<file path="src/rtl/counter_sched_if.sv">
// Signal bundle between counter_sched, its two requesters and the shared 3-bit counter.
interface counter_sched_if;
  logic       req0;
  logic       req1;
  logic [2:0] len0;
  logic [2:0] len1;
  logic [2:0] cnt_in;
  logic       t_out;
  logic       gnt0;
  logic       gnt1;
  logic       done0;
  logic       done1;
  logic       busy;
  logic       err;

  modport master (
    output req0, req1, len0, len1, cnt_in,
    input  t_out, gnt0, gnt1, done0, done1, busy, err
  );

  modport slave (
    input  req0, req1, len0, len1, cnt_in,
    output t_out, gnt0, gnt1, done0, done1, busy, err
  );
endinterface

</file>
<file path="src/rtl/counter_sched.sv">
// Two-requester scheduler owning the T input of a shared clear-less 3-bit toggle counter.
// Optional shadow-count checker is compiled in with `define CNT_SCHED_CHECK_EN.
module counter_sched #(
  parameter int FIRST_PRI = 0
) (
  input  logic           clk,
  input  logic           rst_n,
  counter_sched_if.slave bus
);
  typedef enum logic [1:0] {
    IDLE = 2'd0,
    RUN  = 2'd1,
    DONE = 2'd2
  } state_t;

  // Resetting last to the other requester makes FIRST_PRI win the first tie.
  localparam logic LAST_RST = (FIRST_PRI == 0) ? 1'b1 : 1'b0;

  state_t     state_r;
  logic [2:0] start_r;
  logic [2:0] len_r;
  logic       last_r;
  logic       t_out_r;
  logic       gnt0_r;
  logic       gnt1_r;
  logic       done0_r;
  logic       done1_r;
  logic       busy_r;

  logic       win_s;
  logic [2:0] win_len_s;
  logic       cur_req_s;
  logic [2:0] elapsed_s;
  logic       mismatch_s;

  // Arbitration, held-request lookup and modulo-8 progress since the start snapshot
  always_comb begin
    win_s = 1'b0;
    if (bus.req0 && bus.req1) begin
      win_s = ~last_r;
    end else if (bus.req1) begin
      win_s = 1'b1;
    end else begin
      win_s = 1'b0;
    end
    win_len_s = win_s ? bus.len1 : bus.len0;
    cur_req_s = last_r ? bus.req1 : bus.req0;
    elapsed_s = bus.cnt_in - start_r;
  end

`ifdef CNT_SCHED_CHECK_EN
  logic [2:0] exp_r;
  logic       err_r;

  // Counter disagrees with the shadow count while a grant is active
  always_comb begin
    mismatch_s = 1'b0;
    if (((state_r == RUN) || (state_r == DONE)) && (bus.cnt_in != exp_r)) begin
      mismatch_s = 1'b1;
    end else begin
      mismatch_s = 1'b0;
    end
  end

  // Shadow count follows the counter from the grant snapshot; error is sticky
  always_ff @(posedge clk or negedge rst_n) begin
    if (!rst_n) begin
      exp_r <= 3'd0;
      err_r <= 1'b0;
    end else begin
      if (state_r == IDLE) begin
        exp_r <= bus.cnt_in;
      end else if ((state_r == RUN) && t_out_r) begin
        exp_r <= exp_r + 3'd1;
      end else begin
        exp_r <= exp_r;
      end
      if (mismatch_s) begin
        err_r <= 1'b1;
      end else begin
        err_r <= err_r;
      end
    end
  end

  assign bus.err = err_r;
`else
  assign mismatch_s = 1'b0;
  assign bus.err    = 1'b0;
`endif

  // Scheduler FSM with registered grant, toggle and completion outputs
  always_ff @(posedge clk or negedge rst_n) begin
    if (!rst_n) begin
      state_r <= IDLE;
      start_r <= 3'd0;
      len_r   <= 3'd0;
      last_r  <= LAST_RST;
      t_out_r <= 1'b0;
      gnt0_r  <= 1'b0;
      gnt1_r  <= 1'b0;
      done0_r <= 1'b0;
      done1_r <= 1'b0;
      busy_r  <= 1'b0;
    end else begin
      case (state_r)
        IDLE: begin
          if (bus.req0 || bus.req1) begin
            start_r <= bus.cnt_in;
            len_r   <= win_len_s;
            last_r  <= win_s;
            gnt0_r  <= ~win_s;
            gnt1_r  <= win_s;
            busy_r  <= 1'b1;
            if (win_len_s == 3'd0) begin
              state_r <= DONE;
              t_out_r <= 1'b0;
              done0_r <= ~win_s;
              done1_r <= win_s;
            end else begin
              state_r <= RUN;
              t_out_r <= 1'b1;
              done0_r <= 1'b0;
              done1_r <= 1'b0;
            end
          end else begin
            state_r <= IDLE;
            t_out_r <= 1'b0;
            gnt0_r  <= 1'b0;
            gnt1_r  <= 1'b0;
            done0_r <= 1'b0;
            done1_r <= 1'b0;
            busy_r  <= 1'b0;
          end
        end
        RUN: begin
          if (mismatch_s || !cur_req_s) begin
            state_r <= IDLE;
            t_out_r <= 1'b0;
            gnt0_r  <= 1'b0;
            gnt1_r  <= 1'b0;
            done0_r <= 1'b0;
            done1_r <= 1'b0;
            busy_r  <= 1'b0;
          end else if (elapsed_s == (len_r - 3'd1)) begin
            // The final increment lands on this same edge, so DONE sees start + len.
            state_r <= DONE;
            t_out_r <= 1'b0;
            done0_r <= ~last_r;
            done1_r <= last_r;
          end else begin
            state_r <= RUN;
            t_out_r <= 1'b1;
            done0_r <= 1'b0;
            done1_r <= 1'b0;
          end
        end
        DONE: begin
          state_r <= IDLE;
          t_out_r <= 1'b0;
          gnt0_r  <= 1'b0;
          gnt1_r  <= 1'b0;
          done0_r <= 1'b0;
          done1_r <= 1'b0;
          busy_r  <= 1'b0;
        end
        default: begin
          state_r <= IDLE;
          t_out_r <= 1'b0;
          gnt0_r  <= 1'b0;
          gnt1_r  <= 1'b0;
          done0_r <= 1'b0;
          done1_r <= 1'b0;
          busy_r  <= 1'b0;
        end
      endcase
    end
  end

  assign bus.t_out = t_out_r;
  assign bus.gnt0  = gnt0_r;
  assign bus.gnt1  = gnt1_r;
  assign bus.done0 = done0_r;
  assign bus.done1 = done1_r;
  assign bus.busy  = busy_r;
endmodule
</file>
<file path="src/flat_wrapper.sv">
// flat-port wrapper written by rule: the top's interface ports become plain ports
module counter_sched_flat 
#(
  parameter int FIRST_PRI = 0
)
  (clk, rst_n, bus_req0, bus_req1, bus_len0, bus_len1, bus_cnt_in, bus_t_out, bus_gnt0, bus_gnt1, bus_done0, bus_done1, bus_busy, bus_err);
  counter_sched_if bus_i ();
  input  logic clk;
  input  logic rst_n;
  input wire logic [$bits(bus_i.req0)-1:0] bus_req0;
  input wire logic [$bits(bus_i.req1)-1:0] bus_req1;
  input wire logic [$bits(bus_i.len0)-1:0] bus_len0;
  input wire logic [$bits(bus_i.len1)-1:0] bus_len1;
  input wire logic [$bits(bus_i.cnt_in)-1:0] bus_cnt_in;
  output wire logic [$bits(bus_i.t_out)-1:0] bus_t_out;
  output wire logic [$bits(bus_i.gnt0)-1:0] bus_gnt0;
  output wire logic [$bits(bus_i.gnt1)-1:0] bus_gnt1;
  output wire logic [$bits(bus_i.done0)-1:0] bus_done0;
  output wire logic [$bits(bus_i.done1)-1:0] bus_done1;
  output wire logic [$bits(bus_i.busy)-1:0] bus_busy;
  output wire logic [$bits(bus_i.err)-1:0] bus_err;
  assign bus_i.req0 = bus_req0;
  assign bus_i.req1 = bus_req1;
  assign bus_i.len0 = bus_len0;
  assign bus_i.len1 = bus_len1;
  assign bus_i.cnt_in = bus_cnt_in;
  assign bus_t_out = bus_i.t_out;
  assign bus_gnt0 = bus_i.gnt0;
  assign bus_gnt1 = bus_i.gnt1;
  assign bus_done0 = bus_i.done0;
  assign bus_done1 = bus_i.done1;
  assign bus_busy = bus_i.busy;
  assign bus_err = bus_i.err;
  counter_sched #(.FIRST_PRI(FIRST_PRI)) u_core (.clk(clk), .rst_n(rst_n), .bus(bus_i));
endmodule
</file>
<file path="config.mk">
export PLATFORM = sky130hd
export DESIGN_NAME = counter_sched_flat
export DESIGN_NICKNAME = d
export VERILOG_FILES = /design/src/rtl/counter_sched_if.sv /design/src/rtl/counter_sched.sv /design/src/flat_wrapper.sv
export SDC_FILE = /design/constraint.sdc
export NUM_CORES = 1
export LEC_CHECK = 0
export ABC_CLOCK_PERIOD_IN_PS = 2400
export BUFFER_PORTS_ARGS = -buffer_cell sky130_fd_sc_hd__buf_2
export CORE_MARGIN = 5
export CORE_UTILIZATION = 50
export CTS_CLUSTER_DIAMETER = 120
export DETAILED_ROUTE_END_ITERATION = 10
export GPL_TIMING_DRIVEN = 0
export PLACE_DENSITY = 0.76
export SLEW_MARGIN = 20
export SYNTH_ARGS = -nofsm -noshare
export SYNTH_HDL_FRONTEND = slang
export SYNTH_SLANG_ARGS = --single-unit
</file>
<file path="constraint.sdc">
create_clock -name clk -period 2.4 [get_ports clk]
set_input_delay 0.48 -clock clk [delete_from_list [all_inputs] [get_ports clk]]
set_output_delay 0.48 -clock clk [all_outputs]
set_load 0.005 [all_outputs]
</file>
==> impl_results.md, run 1 <==
* Outcome: finished clean
* Critical Path Fanout Max at 3
* Placed cell areas at 890.9 µm²
* Mapped Area at 780.7 µm²
* Asr flop ratio synth at 100.0%
* Worst clock skew at 0.004798 ns
* Commonest cells in the netlist: dfrtp_1 (13), nand2_1 (12), o21ai_0 (7)
* Synth cell types at 30
* Global-route wire length before repair at 2428 µm
* H-tree level count at 1
* Multi-input logic area at 395.4 µm²
* Reg-to-Reg Start: u_core.start_r[0]
* Final hold viol count at 0
* Pin count of the biggest net entering global routing at 15
* Die ar. at 2452 µm²
* Reg area at 351.6 µm²
* Sequential share of the synthesized area at 45.03%
* Main flop type after synthesis: dfrtp_1
* Via-to-Cell Ratio at 5.116
* Syn Inst Count at 74
* Mean Syn Cell Area at 10.55 µm²
* Critical Path Start: u_core.start_r[0]
* Boundary Pins at 20
* Initial antenna violation count at 0
* Root buffer cell: clkbuf_4
* Crit path launch type: flip-flop
* WL final at 1364 µm
* Synthesized net count at 90
* NumNets Final at 113
* Pwr dens at 1241 nW/µm²
* Leak at 0.4667 nW
* Hold slack at 0.07639 ns
* Wire per inst at 12.18 µm
* Post-CTS Setup Bufs at 0
* Final HPWL DP at 1104 µm
* Final instance area at 917.1 µm²
* I/O Buffers at 18
* Worst EP arrival at 2.04 ns
* Initial Util at 52.44%
* Worst setup path end: u_core.bus.done0
* Reg-to-reg endpoint: u_core.bus.done0
* Diodes inserted at 0
* Tmin final at 1.851 ns
* Kind of critical path: reg -> reg
* WP data required at 2.59 ns
* Area grow syn2layout at 17.47%
* Vias at 573
* Gr ovfl total at 0
* Most frequent cell after synthesis: dfrtp_1
* Post-synth top area share at 41.67%
* Worst min path class: in -> async
* Setup violators final at 0
* Synth area leaders: dfrtp_1 (42%), nand2_1 (5.8%), o21ai_0 (4.5%)
* EDFF count, synth at 0
* Layout cells sized above 1 at 32.29%
* Final max-slew violation count at 0
* GPL Wtd Cong at 0.7473
* Final setup TNS at 0 ns
* CTS Buf Count at 3
* Max-Cap Viols at 0
* Post-cts resize count at 0
* Die X at 49.52 µm
* Max Freq at 0.5401 GHz
* Leading area contributor after synthesis: dfrtp_1
* Vias in the first global route at 573
* GRT Total Usage at 12.81%
* RSZ-0062 raised after global routing: false
* Pre-antenna DRT Iters at 2
* Antenna-violating nets left at 0
* Die H at 49.52 µm
* Peak VDD IR at 593.1 µV
* # clock sinks at 14
* Post-synthesis register bit count at 14
* DRC Markers at 0
* CTS tree: done
* Hold Buf Count CTS at 0
* Synth warnings at 0
* Clock Latency Late Sink at 0.28 ns
* Clock-pin slew on the worst setup and hold paths at 0.09 ns
* Clock Path Buffers at 2
* Core footprint at 1489 µm²
* Setup slack, reg-to-reg at 0.55 ns
* Number of DRC markers in iteration 0 at 8
* CP Capture Type: flip-flop
* Period utilisation layout at 77.14%
* Row count at 14
* Fill count at 121
* R2R cell count at 7
## how the worst min path moves through the flow
stage	start	endpoint	slack, ns	depth (start not counted)
2_1_floorplan	rst_n	u_core.bus.busy	0.18	0
3_3_place_gp	rst_n	u_core.start_r[2]	0.39	1
3_5_place_dp	rst_n	u_core.start_r[2]	0.39	1
4_1_cts	rst_n	u_core.start_r[2]	0.08	1
5_1_grt	rst_n	u_core.start_r[2]	0.10	1
6_report	rst_n	u_core.state_r[0]	0.08	1
## routing by layer
layer	share of wire [%]	global-route usage [%]	vias up	wire length, µm
met4	3.0	9.170	0	41
li1	-	-	291	-
met2	49	20.60	15	666
met3	5.2	2.410	4	71
met1	43	15.08	263	585
met5	0	0	-	0
## layout by cell type, fill, tap and decap left out, types with 2 or more instances in the layout
cell      netlist  final
ha_1            2      2
nor2_1          4      4
xor2_1          2      2
nand2b_1        2      2
inv_1           6      6
dfrtp_1        13     13
a21oi_1         2      2
o21ai_0         7      7
mux2i_1         3      3
a22o_1          2      2
nand2_1        12     12
clkbuf_4        0      3
buf_2           0     18
clkbuf_1        1      2
## report_power, final
part,internal (mW),leakage (nW),total (mW),switching (mW)
logic,0.276,0.277,0.587,0.311
clock network,0.0645,0.0150,0.140,0.0760
registers,0.347,0.175,0.411,0.0638
## critical path, stage by stage (launching register included)
cell	delay, ns
dfrtp_1	0.39
ha_1	0.18
inv_1	0.06
fa_1	0.42
xnor2_1	0.14
nor2_1	0.21
nand2_2	0.10
o32ai_2	0.26
## cell families (layout without fill, tap and decap cells)
family	Yosys count	in the layout	share of synthesized area [%]
buffers and inverters	8	30	4.327
DFF	14	14	45.03
adders and majority gates	3	3	5.769
and+or+nand+nor	23	23	16.98
xor gates and xnor gates	5	5	8.494
muxes	3	3	3.846
AOI/OAI and AO/OA	17	17	15.07
other	1	1	0.4803
## registers in the layout, indices dropped and copies added, names as in the netlist
register,cells
u_core.bus.gnt1,1
u_core.bus.done0,1
u_core.bus.done1,1
u_core.bus.busy,1
u_core.len_r,3
u_core.start_r,3
u_core.state_r,2
u_core.bus.gnt0,1
u_core.last_r,1
## stage by stage
step                      power, mW  worst slack (ns)  instances  utilization (%)
final                         1.138            0.5486        112            61.60
after floorplan              0.8691            0.5198         74                -
after global routing          1.255            0.3838        112            61.60
after global placement       0.9941            0.3428        108            59.83
after detailed placement      1.012            0.3009        108            59.83
after CTS                     1.154            0.5234        112            61.60
## layout make-up
| type | count | share of cell area [%] |
|---|---|---|
| Sequential cell | 14 | 38.34 |
| Timing Repair Buffer | 18 | 9.823 |
| Buffer | 2 | 1.228 |
| Clock buffer | 4 | 2.865 |
| Tap cell | 16 | 2.183 |
| Multi-Input combinational cell | 52 | 43.11 |
| Inverter | 6 | 2.456 |
No activity file was read; power rests on OpenSTA's default activity.
==> run 2: changes to the inputs <==
--- a/config.mk
+++ b/config.mk
@@ -5,7 +5,7 @@
 export SDC_FILE = /design/constraint.sdc
 export NUM_CORES = 1
 export LEC_CHECK = 0
-export ABC_CLOCK_PERIOD_IN_PS = 2400
+export ABC_CLOCK_PERIOD_IN_PS = 1930
 export BUFFER_PORTS_ARGS = -buffer_cell sky130_fd_sc_hd__buf_2
 export CORE_MARGIN = 5
 export CORE_UTILIZATION = 50
==> constraint.sdc (replaced) <==
create_clock -name clk -period 1.93 [get_ports clk]
set_input_delay 0.386 -clock clk [delete_from_list [all_inputs] [get_ports clk]]
set_output_delay 0.386 -clock clk [all_outputs]
set_load 0.005 [all_outputs]
==> impl_results.md, run 2 (synthesized netlist as in run 1, its figures left out) <==
* Clock-pin slew on the worst setup and hold paths at 0.08 ns (about the same)
* Worst clock skew at 0.0009301 ns (-0.003868 ns)
* NumNets Final at 114 (+0.88%)
* Leak at 0.4709 nW (+0.88%)
* Gr ovfl total at 0 (unchanged)
* Vias in the first global route at 576 (+0.52%)
* Final hold viol count at 0 (unchanged)
* Clock Latency Late Sink at 0.28 ns (about the same)
* Root buffer cell: clkbuf_4
* H-tree level count at 1 (unchanged)
* Initial antenna violation count at 0 (unchanged)
* Initial Util at 52.44% (unchanged)
* Placed cell areas at 890.9 µm² (unchanged)
* Final HPWL DP at 1104 µm (unchanged)
* CTS tree: done
* WL final at 1380 µm (+1.2%)
* Period utilisation layout at 92.40% (+15 points)
* Pin count of the biggest net entering global routing at 15 (unchanged)
* Vias at 582 (+1.6%)
* Die X at 49.52 µm (unchanged)
* Final setup margin at 0.1467 ns (-0.4019 ns)
* Pre-antenna DRT Iters at 4 (+2)
* Critical Path Fanout Max at 3 (unchanged)
* Most common cell after layout, fill and taps aside: buf_2
* Commonest cells after routing, fill and taps aside: buf_2 (18), dfrtp_1 (13), nand2_1 (12)
* Final instance area at 929.6 µm² (+1.4%)
* WP data required at 2.12 ns (-0.47 ns)
* Die ar. at 2452 µm² (unchanged)
* CP Capture Type: flip-flop
* Setup violators final at 0 (unchanged)
* Max Freq at 0.5608 GHz (+3.8%)
* # clock sinks at 14 (unchanged)
* Biggest regs: u_core.len_r: 3 flops, u_core.start_r: 3 flops, u_core.state_r: 2 flops
* Die H at 49.52 µm (unchanged)
* Via-to-Cell Ratio at 5.150 (+0.67%)
* Pre-CTS setup slack at -0.07514 ns (-0.3760 ns)
* DRC Markers at 0 (unchanged)
* Area grow syn2layout at 19.07%
* Boundary Pins at 20 (unchanged)
* Clock Path Buffers at 2 (unchanged)
* Global-route wire length before repair at 2442 µm (+0.58%)
* Layout cells sized above 1 at 32.99% (+0.70 points)
* GPL Wtd Cong at 0.7473 (unchanged)
* Final setup TNS at 0 ns (unchanged)
* Max-Cap Viols at 0 (unchanged)
* I/O Buffers at 18 (unchanged)
* Pwr dens at 1543 nW/µm² (+24%)
* GRT Total Usage at 12.87% (+0.063 points)
* Outcome: finished clean
* Crit path launch type: flip-flop
* Worst EP arrival at 1.97 ns (-0.07 ns)
* Tot Pwr at 1.434 mW (+26%)
* Final max-slew violation count at 0 (unchanged)
* Core footprint at 1489 µm² (unchanged)
* Diodes inserted at 0 (unchanged)
* CTS Buf Count at 3 (unchanged)
* Tmin final at 1.783 ns (-0.06808 ns)
* Worst min path class: in -> reg
* Kind of critical path: reg -> reg
* Final core occ at 62.44% (+0.84 points)
* Peak VDD IR at 749.2 µV (+26%)
* Wire per inst at 12.21 µm (+0.28%)
* Antenna-violating nets left at 0 (unchanged)
* Row count at 14 (unchanged)
* Number of DRC markers in iteration 0 at 11 (+3)
## run 2: cell count changes in the layout (fill, tap and decap cells not counted)
cell,previous run,this run
dlygate4sd3_1,0,1
nor2_2,0,1
nor2_1,4,3
## run 2: path summary, 6_finish.rpt
kind	start	slack, ns	cells past startpoint	to
hold reg to reg	u_core.state_r[1]	0.45	1	u_core.bus.done1
min in group asynchronous	rst_n	0.52	2	u_core.start_r[2]
max in group asynchronous	rst_n	1.13	2	u_core.last_r
hold / removal	bus_req0	0.31	2	u_core.last_r
setup / recovery	u_core.start_r[0]	0.15	7	u_core.bus.done0
setup reg to reg	u_core.start_r[0]	0.15	7	u_core.bus.done0
## run 2: where the power goes
group / leakage, nW / total (mW) / internal [mW] / switching, mW
Sequential: 0.175 / 0.510 / 0.431 / 0.0788
Clock: 0.0150 / 0.175 / 0.0802 / 0.0951
Combinational: 0.281 / 0.749 / 0.349 / 0.399
Total: 0.471 / 1.43 / 0.861 / 0.573
## run 2: per-layer routing
layer	wire, µm	track usage [%]	share of wire [%]
met4	41	9.170	3.0
met3	75	2.410	5.4
met5	0	0	0
met2	661	20.60	48
met1	602	15.27	44
## run 2: what timing repair did
action / CTS / global route
hold buffers: 1 / 0
buffers inserted: 0 / 0
setup endpoints to repair: 0 / 2
resized for setup: 0 / 1
hold endpoints to repair: 13 / 0
## run 2: metrics by stage
stage | instances | hold WS, ns
after floorplan | 74 | 0.09041
after global placement | 108 | 0.2983
after detailed placement | 108 | 0.2976
after CTS | 113 | 0.3034
after global routing | 113 | 0.3135
final | 113 | 0.3107
## run 2: layout make-up
cell class	instances	area, µm²
fill	118	559.3
multi-input combinational	52	397.9
sequential	14	351.6
timing repair buffer	19	100.1
clock buffer	4	26.28
inverter	6	22.52
tap	16	20.02
buffer	2	11.26
## run 2: critical path, cell delays in order (launching register included)
cell	delay (ns)
dfrtp_1	0.39
ha_1	0.18
inv_1	0.06
fa_1	0.42
xnor2_1	0.15
nor2_2	0.14
nand2_2	0.08
o32ai_2	0.26
